===== config.mk =====
export PLATFORM = sky130hd
export DESIGN_NAME = cv32e40x_aes_protected_ctrl
export DESIGN_NICKNAME = d
export VERILOG_FILES = /design/src/rtl/cv32e40x_aes_protected_ctrl.sv
export SDC_FILE = /design/constraint.sdc
export NUM_CORES = 1
export LEC_CHECK = 0
export ABC_AREA = 1
export CAP_MARGIN = 0
export CORE_MARGIN = 2
export CORE_UTILIZATION = 35
export CTS_CLUSTER_SIZE = 20
export DETAILED_ROUTE_END_ITERATION = 8
export PLACE_DENSITY_LB_ADDON = 0.2
export SKIP_CTS_REPAIR_TIMING = 1
export SLEW_MARGIN = 15
export SYNTH_ARGS = -nofsm -noshare
export SYNTH_HDL_FRONTEND = slang
export SYNTH_SLANG_ARGS = --single-unit

===== constraint.sdc =====
create_clock -name clk -period 2.03 [get_ports clk]
set_clock_uncertainty 0.1 [all_clocks]
set_input_delay 0.203 -clock clk [delete_from_list [all_inputs] [get_ports clk]]
set_output_delay 0.203 -clock clk [all_outputs]
set_load 0.05 [all_outputs]

===== src/rtl/cv32e40x_aes_protected_ctrl.sv =====
// Sequencer for the masked (DOM) AES32 functional unit: accepts one saes32 at a time,
// feeds one fresh RNG word per sbox advance and hands back the result with valid/ready.
module cv32e40x_aes_protected_ctrl #(
  parameter int SBOX_LATENCY = 3,
  parameter int RND_WIDTH    = 36
) (
  input  logic                 clk,
  input  logic                 reset_n,
  input  logic                 req_valid_i,
  output logic                 req_ready_o,
  input  logic [3:0]           op_i,
  input  logic [1:0]           bs_i,
  input  logic                 kill_i,
  input  logic                 rnd_valid_i,
  input  logic [RND_WIDTH-1:0] rnd_data_i,
  output logic                 rnd_ready_o,
  output logic                 fu_valid_o,
  output logic                 fu_advance_o,
  output logic [3:0]           fu_op_o,
  output logic [1:0]           fu_bs_o,
  output logic [RND_WIDTH-1:0] fu_randombits_o,
  output logic                 result_valid_o,
  input  logic                 result_ready_i,
  output logic                 busy_o
);

  localparam int CNT_W = $clog2(SBOX_LATENCY + 1);
  localparam logic [CNT_W-1:0] CNT_LAST = CNT_W'(SBOX_LATENCY - 1);

  typedef enum logic [1:0] {
    IDLE,
    RUN,
    DONE
  } state_t;

  state_t           state, state_next;
  logic [CNT_W-1:0] cnt, cnt_next;
  logic [3:0]       op_q, op_next;
  logic [1:0]       bs_q, bs_next;
  logic             op_onehot;

  assign op_onehot = (op_i != 4'b0000) && ((op_i & (op_i - 4'd1)) == 4'b0000);

  always_ff @(posedge clk or negedge reset_n) begin
    if (!reset_n) begin
      state <= IDLE;
      cnt   <= '0;
      op_q  <= '0;
      bs_q  <= '0;
    end else begin
      state <= state_next;
      cnt   <= cnt_next;
      op_q  <= op_next;
      bs_q  <= bs_next;
    end
  end

  always_comb begin
    state_next      = state;
    cnt_next        = cnt;
    op_next         = op_q;
    bs_next         = bs_q;
    req_ready_o     = 1'b0;
    rnd_ready_o     = 1'b0;
    fu_valid_o      = 1'b0;
    fu_advance_o    = 1'b0;
    fu_randombits_o = '0;
    result_valid_o  = 1'b0;

    case (state)
      IDLE: begin
        req_ready_o = 1'b1;
        // An illegal op skips the sbox entirely and returns an all-zero op result
        if (req_valid_i && !kill_i) begin
          op_next    = op_onehot ? op_i : 4'b0000;
          bs_next    = bs_i;
          cnt_next   = '0;
          state_next = op_onehot ? RUN : DONE;
        end
      end
      RUN: begin
        fu_valid_o   = 1'b1;
        rnd_ready_o  = !kill_i;
        fu_advance_o = rnd_valid_i && !kill_i;
        if (fu_advance_o) begin
          fu_randombits_o = rnd_data_i;
          if (cnt == CNT_LAST) begin
            cnt_next   = '0;
            state_next = DONE;
          end else begin
            cnt_next = cnt + 1'b1;
          end
        end
      end
      DONE: begin
        fu_valid_o     = 1'b1;
        result_valid_o = !kill_i;
        if (result_ready_i && !kill_i) state_next = IDLE;
      end
      default: state_next = IDLE;
    endcase

    // Kill wins over everything; stale sbox shares get overwritten by the next full run
    if (kill_i) begin
      state_next = IDLE;
      cnt_next   = '0;
    end
  end

  assign busy_o  = (state != IDLE);
  assign fu_op_o = (state == IDLE) ? 4'b0000 : op_q;
  assign fu_bs_o = (state == IDLE) ? 2'b00 : bs_q;

endmodule


# Word level (Yosys, flattened, before mapping)

Index checks and enable logic that the tools add are counted.

Register bits after elaboration: 10
Bits in latches: 0
RAM bits: 0
Memory bits (read-only): 0
Input bits: 48
Output and inout port bits: 48
Word-level logic and storage cells: 50
Memories: 0

Add/subtract/negate cells: 2
$mul: 0
Div/mod/pow operators: 0
Magnitude comparators: 0
Eq/ne operators: 7
Shift-type cells: 0
Multiplexer cells: 22
Bitwise logic cells: 1
Reduce and logical (&&, ||, !) cells: 14

Operator list:

| operator                                             | count |
|---|---|
| 2-to-1 mux 36 bit                                    | 2 |
| 2-to-1 mux 2 bit                                     | 11 |
| inequality test 3 bit (second input constant)        | 4 |
| 2-to-1 mux 4 bit                                     | 2 |
| one-hot mux 2 bit (3 select lines)                   | 1 |
| 2-to-1 mux 1 bit                                     | 5 |
| AND 4 bit                                            | 1 |
| equality test 2 bit (second input constant)          | 2 |
| logical AND 1 bit                                    | 4 |
| logical NOT 4 bit                                    | 1 |
| one-hot mux 2 bit (2 select lines)                   | 1 |
| AND reduction 4 bit                                  | 1 |
| nonzero test 4 bit                                   | 1 |
| subtractor 4 x 1 -> 4 bit (second input constant)    | 1 |
| AND reduction 3 bit                                  | 1 |
| nonzero test 3 bit                                   | 1 |
| adder 2 x 1 -> 2 bit (second input constant)         | 1 |
| equality test 2 x 1 -> 1 bit (second input constant) | 1 |
| logical NOT 2 bit                                    | 1 |
| AND reduction 2 bit                                  | 1 |
| nonzero test 2 bit                                   | 1 |
| OR reduction 2 bit                                   | 1 |
| logical NOT 1 bit                                    | 1 |

# Longest topological paths before layout

Depth after elaboration: 8
Gate-level depth with buffers: 10

# Least setup slack after synthesis

No wires, ideal clock.

Path kind: reg-to-output
From: reg state[1]
To: out fu_randombits_o[25]
Arrival: 2.062 ns
Path slack: -0.335 ns
Cell stages (with the launch flop): 9
Path buffers: 0
Path through: dfrtp_1 inv_1 ha_1 inv_1 nor2_4 inv_2 nor2_8 inv_6 nor2_1

Longest elaborated chain between the ends: 2

RTL lines:

| item                         | line | RTL |
|---|---|---|
| from (decl)                  | 36   | `state_t state, state_next;` |
| from (signal assigned)       | 51   | `state <= state_next;` |
| equality test 2 x 1 -> 1 bit | 70   | `case (state)` |
| 2-to-1 mux 36 bit            | 70   |  |
| to (decl)                    | 21   | `output logic [RND_WIDTH-1:0] fu_randombits_o,` |

Every way passes these cells.

# Final worst setup path

From: reg state[1]
To: out fu_randombits_o[7]

The elaborated chain is that of the path after synthesis.

==> qor.yml <==
die_area_um2: 3810
dp_slack_ns: 0.0964
core_um2: 3100
max_stage_delay_ns: 0.41
synth_xor_area_share_pct: 0
synthCells: 172
synth.distinct_cells: 18
grt-ovfl-total: 0
io_buffers: 95
cts_max_level: 1
relSlewSlack_pct: 68.8
start_kind: "register"
antenna_found_initial: 0
rsz0062_at_grt: "yes"
yosysWarnings: 0
grt_use_met2_pct: 44.4
start_util_pct: 37.6
post-dp-hpwl_um: 3640
muxShareOfSynthArea_pct: 0
avgSynthCellArea_um2: 6.78
syn_nets: 223
arrival_ns: 1.93
worstPathMaxFanout: 5
area_growth_pct: 147
groute.layer.met1.usage_pct: 23.8
grt_max_degree: 37
path_clk_slew_ns: 0.07
hold_class: "input port to async pin"
numCtsBuffers: 3
die_w_um: 61.7
required_ns: 1.73
leakagePower_nw: 1.31
grt_pass1_wl_um: 6150
cts_tree: "yes"
fp.dieH_um: 61.7
worst_setup_path_end_kind: "output port"
yosys.area_share.simple_pct: 46.4
path_cells: "inv_2 > ha_4 > inv_4 > nor2_4 > inv_2 > nor2_8 > buf_12 > clkinv_16 > nor2_4 > buf_12"
diodes: 0
clock-root-buffer: "clkbuf_4"
grt.busiest_layer: "met2"
drv_cap: 0
ys_ff_latch: 10
power_density_nw_per_um2: 697
viasPerCell: 4.65
fin_util_pct: 92.9
finalHoldViolations: 0
syn_area_um2: 1170
post-route-period-util_pct: 110
cts_buffer_depth: 2
violations: "negative setup slack"
dp_cells: 308
fillCellCount: 95
peakVddDrop_mv: 1.35
wl_per_cell_um: 17.9
finalNonFillerCells: 322
drive_gt1_share_pct: 40.3
synth-compound-area-share_pct: 3.86
ant_nets: 0
period_minus_slack_ns: 2.24
drc_errors: 0
insertion_delay_ns: 0.27
setup_viol: 37
drt_iter0_markers: 87
path_class: "register to output port"
met3_usage_pct: 4.35
first_pass_iters: 4
fin_nets: 330
place.gp.congestion: 0.761
setup_ws_ns: -0.206
critPathSlowestCell: "dfrtp_1"
drv_slew: 0
first_global_vias: 1301
num_io_pins: 96
worstMarginPinSlew_ns: 0.467
vias: 1496
cts.sinks: 10
grt_use_total_pct: 22.3
synth_fa_ha_area_share_pct: 3.22
outcome: "complete, but fails checks"
synth_top_family_by_area: "simple AND/OR/NAND/NOR gates"
routed_wirelength_um: 5780
rows: 20
clock.fmax_mhz: 447
yosysSeqAreaShare_pct: 21.5
-- synthesized netlist by cell type --
library cell | number | area (um^2)
inv_1 | 55 | 206
inv_6 | 1 | 8.76
nand3_1 | 8 | 40.0
nor2_1 | 18 | 67.6
buf_6 | 1 | 11.3
o21ai_0 | 8 | 40.0
buf_4 | 2 | 15.0
ha_1 | 3 | 37.5
nor2_8 | 1 | 20.0
nor2_4 | 21 | 236
nor2_2 | 11 | 68.8
buf_12 | 2 | 40.0
a21oi_1 | 1 | 5.00
nor3_1 | 1 | 5.00
dfrtp_1 | 10 | 250
inv_2 | 3 | 11.3
nand2_1 | 24 | 90.1
nand2_2 | 2 | 12.5
-- final timing paths --
kind	from	to	slack, ns	cells after the start
setup reg to reg	state[0]	cnt[1]	0.01	9
hold / removal	reset_n	bs_q[0]	0.15	1
max in group asynchronous	reset_n	cnt[0]	1.36	1
min in group clk	bs_i[1]	bs_q[1]	0.45	3
setup / recovery	state[1]	fu_randombits_o[7]	-0.21	10
hold reg to reg	op_q[3]	op_q[3]	0.45	2
-- placed cells by master (no fill, tap or decap), drive strengths merged --
cell           Yosys  final
inv               59     61
buf                5     56
nor2              51     51
clkdlybuf4s50      0     47
nand2             26     26
dfrtp             10     10
nand3              8      8
o21ai              8      8
clkbuf             0      4
ha                 3      3
clkinv             0      2
a21oi              1      1
nor3               1      1
-- cell type report --
cell class / instances / area (um^2) / share of cell area [%]
Timing Repair Buffer: 103 / 1510 / 52.3
Multi-Input combinational cell: 98 / 731 / 25.3
Sequential cell: 10 / 250 / 8.68
Inverter: 59 / 250 / 8.68
Tap cell: 44 / 55.1 / 1.91
Timing Repair inverter: 4 / 52.6 / 1.82
Clock buffer: 4 / 36.3 / 1.26
-- power breakdown --
part | internal (W) | switching, W
sequential | 0.000272 | 0.0000390
combinational | 0.000619 | 0.000895
clock | 0.000109 | 0.0000733
-- logic make-up after synthesis --
| family | Yosys count |
|---|---|
| simple gates | 86 |
| fa+ha+maj | 3 |
| compound gates | 9 |
| flops | 10 |
| buf+inv | 64 |
-- metal layers --
metal | wire (um) | up-vias
met3 | 542 | 18
met2 | 3070 | 113
met1 | 1980 | 676
li1 | - | 689
met5 | 0 | -
met4 | 187 | 0
-- critical path: cells and delay by family, from the launching register on --
family        cells  cell delay, ns
flops             1            0.41
simple gates      3            0.47
fa+ha+maj         1            0.14
buf+inv           6            0.62
-- registers in the layout, summed over array words and instances (netlist names) --
name / cells
op_q: 4
bs_q: 2
cnt: 2
state: 2
-- through the flow --
stage / setup TNS [ns] / power, W / instance area (um^2) / hold slack [ns]
2_1_floorplan: -4.09 / 0.00110 / 1240 / -0.193
3_3_place_gp: 0 / 0.00165 / 2660 / 0.400
3_5_place_dp: 0 / 0.00169 / 2660 / 0.434
4_1_cts: -5.13 / 0.00188 / 2690 / 0.152
5_1_grt: -7.76 / 0.00209 / 2880 / 0.180
6_report: -5.07 / 0.00201 / 2880 / 0.148
Note: power is estimated with default switching activity, not from simulation.
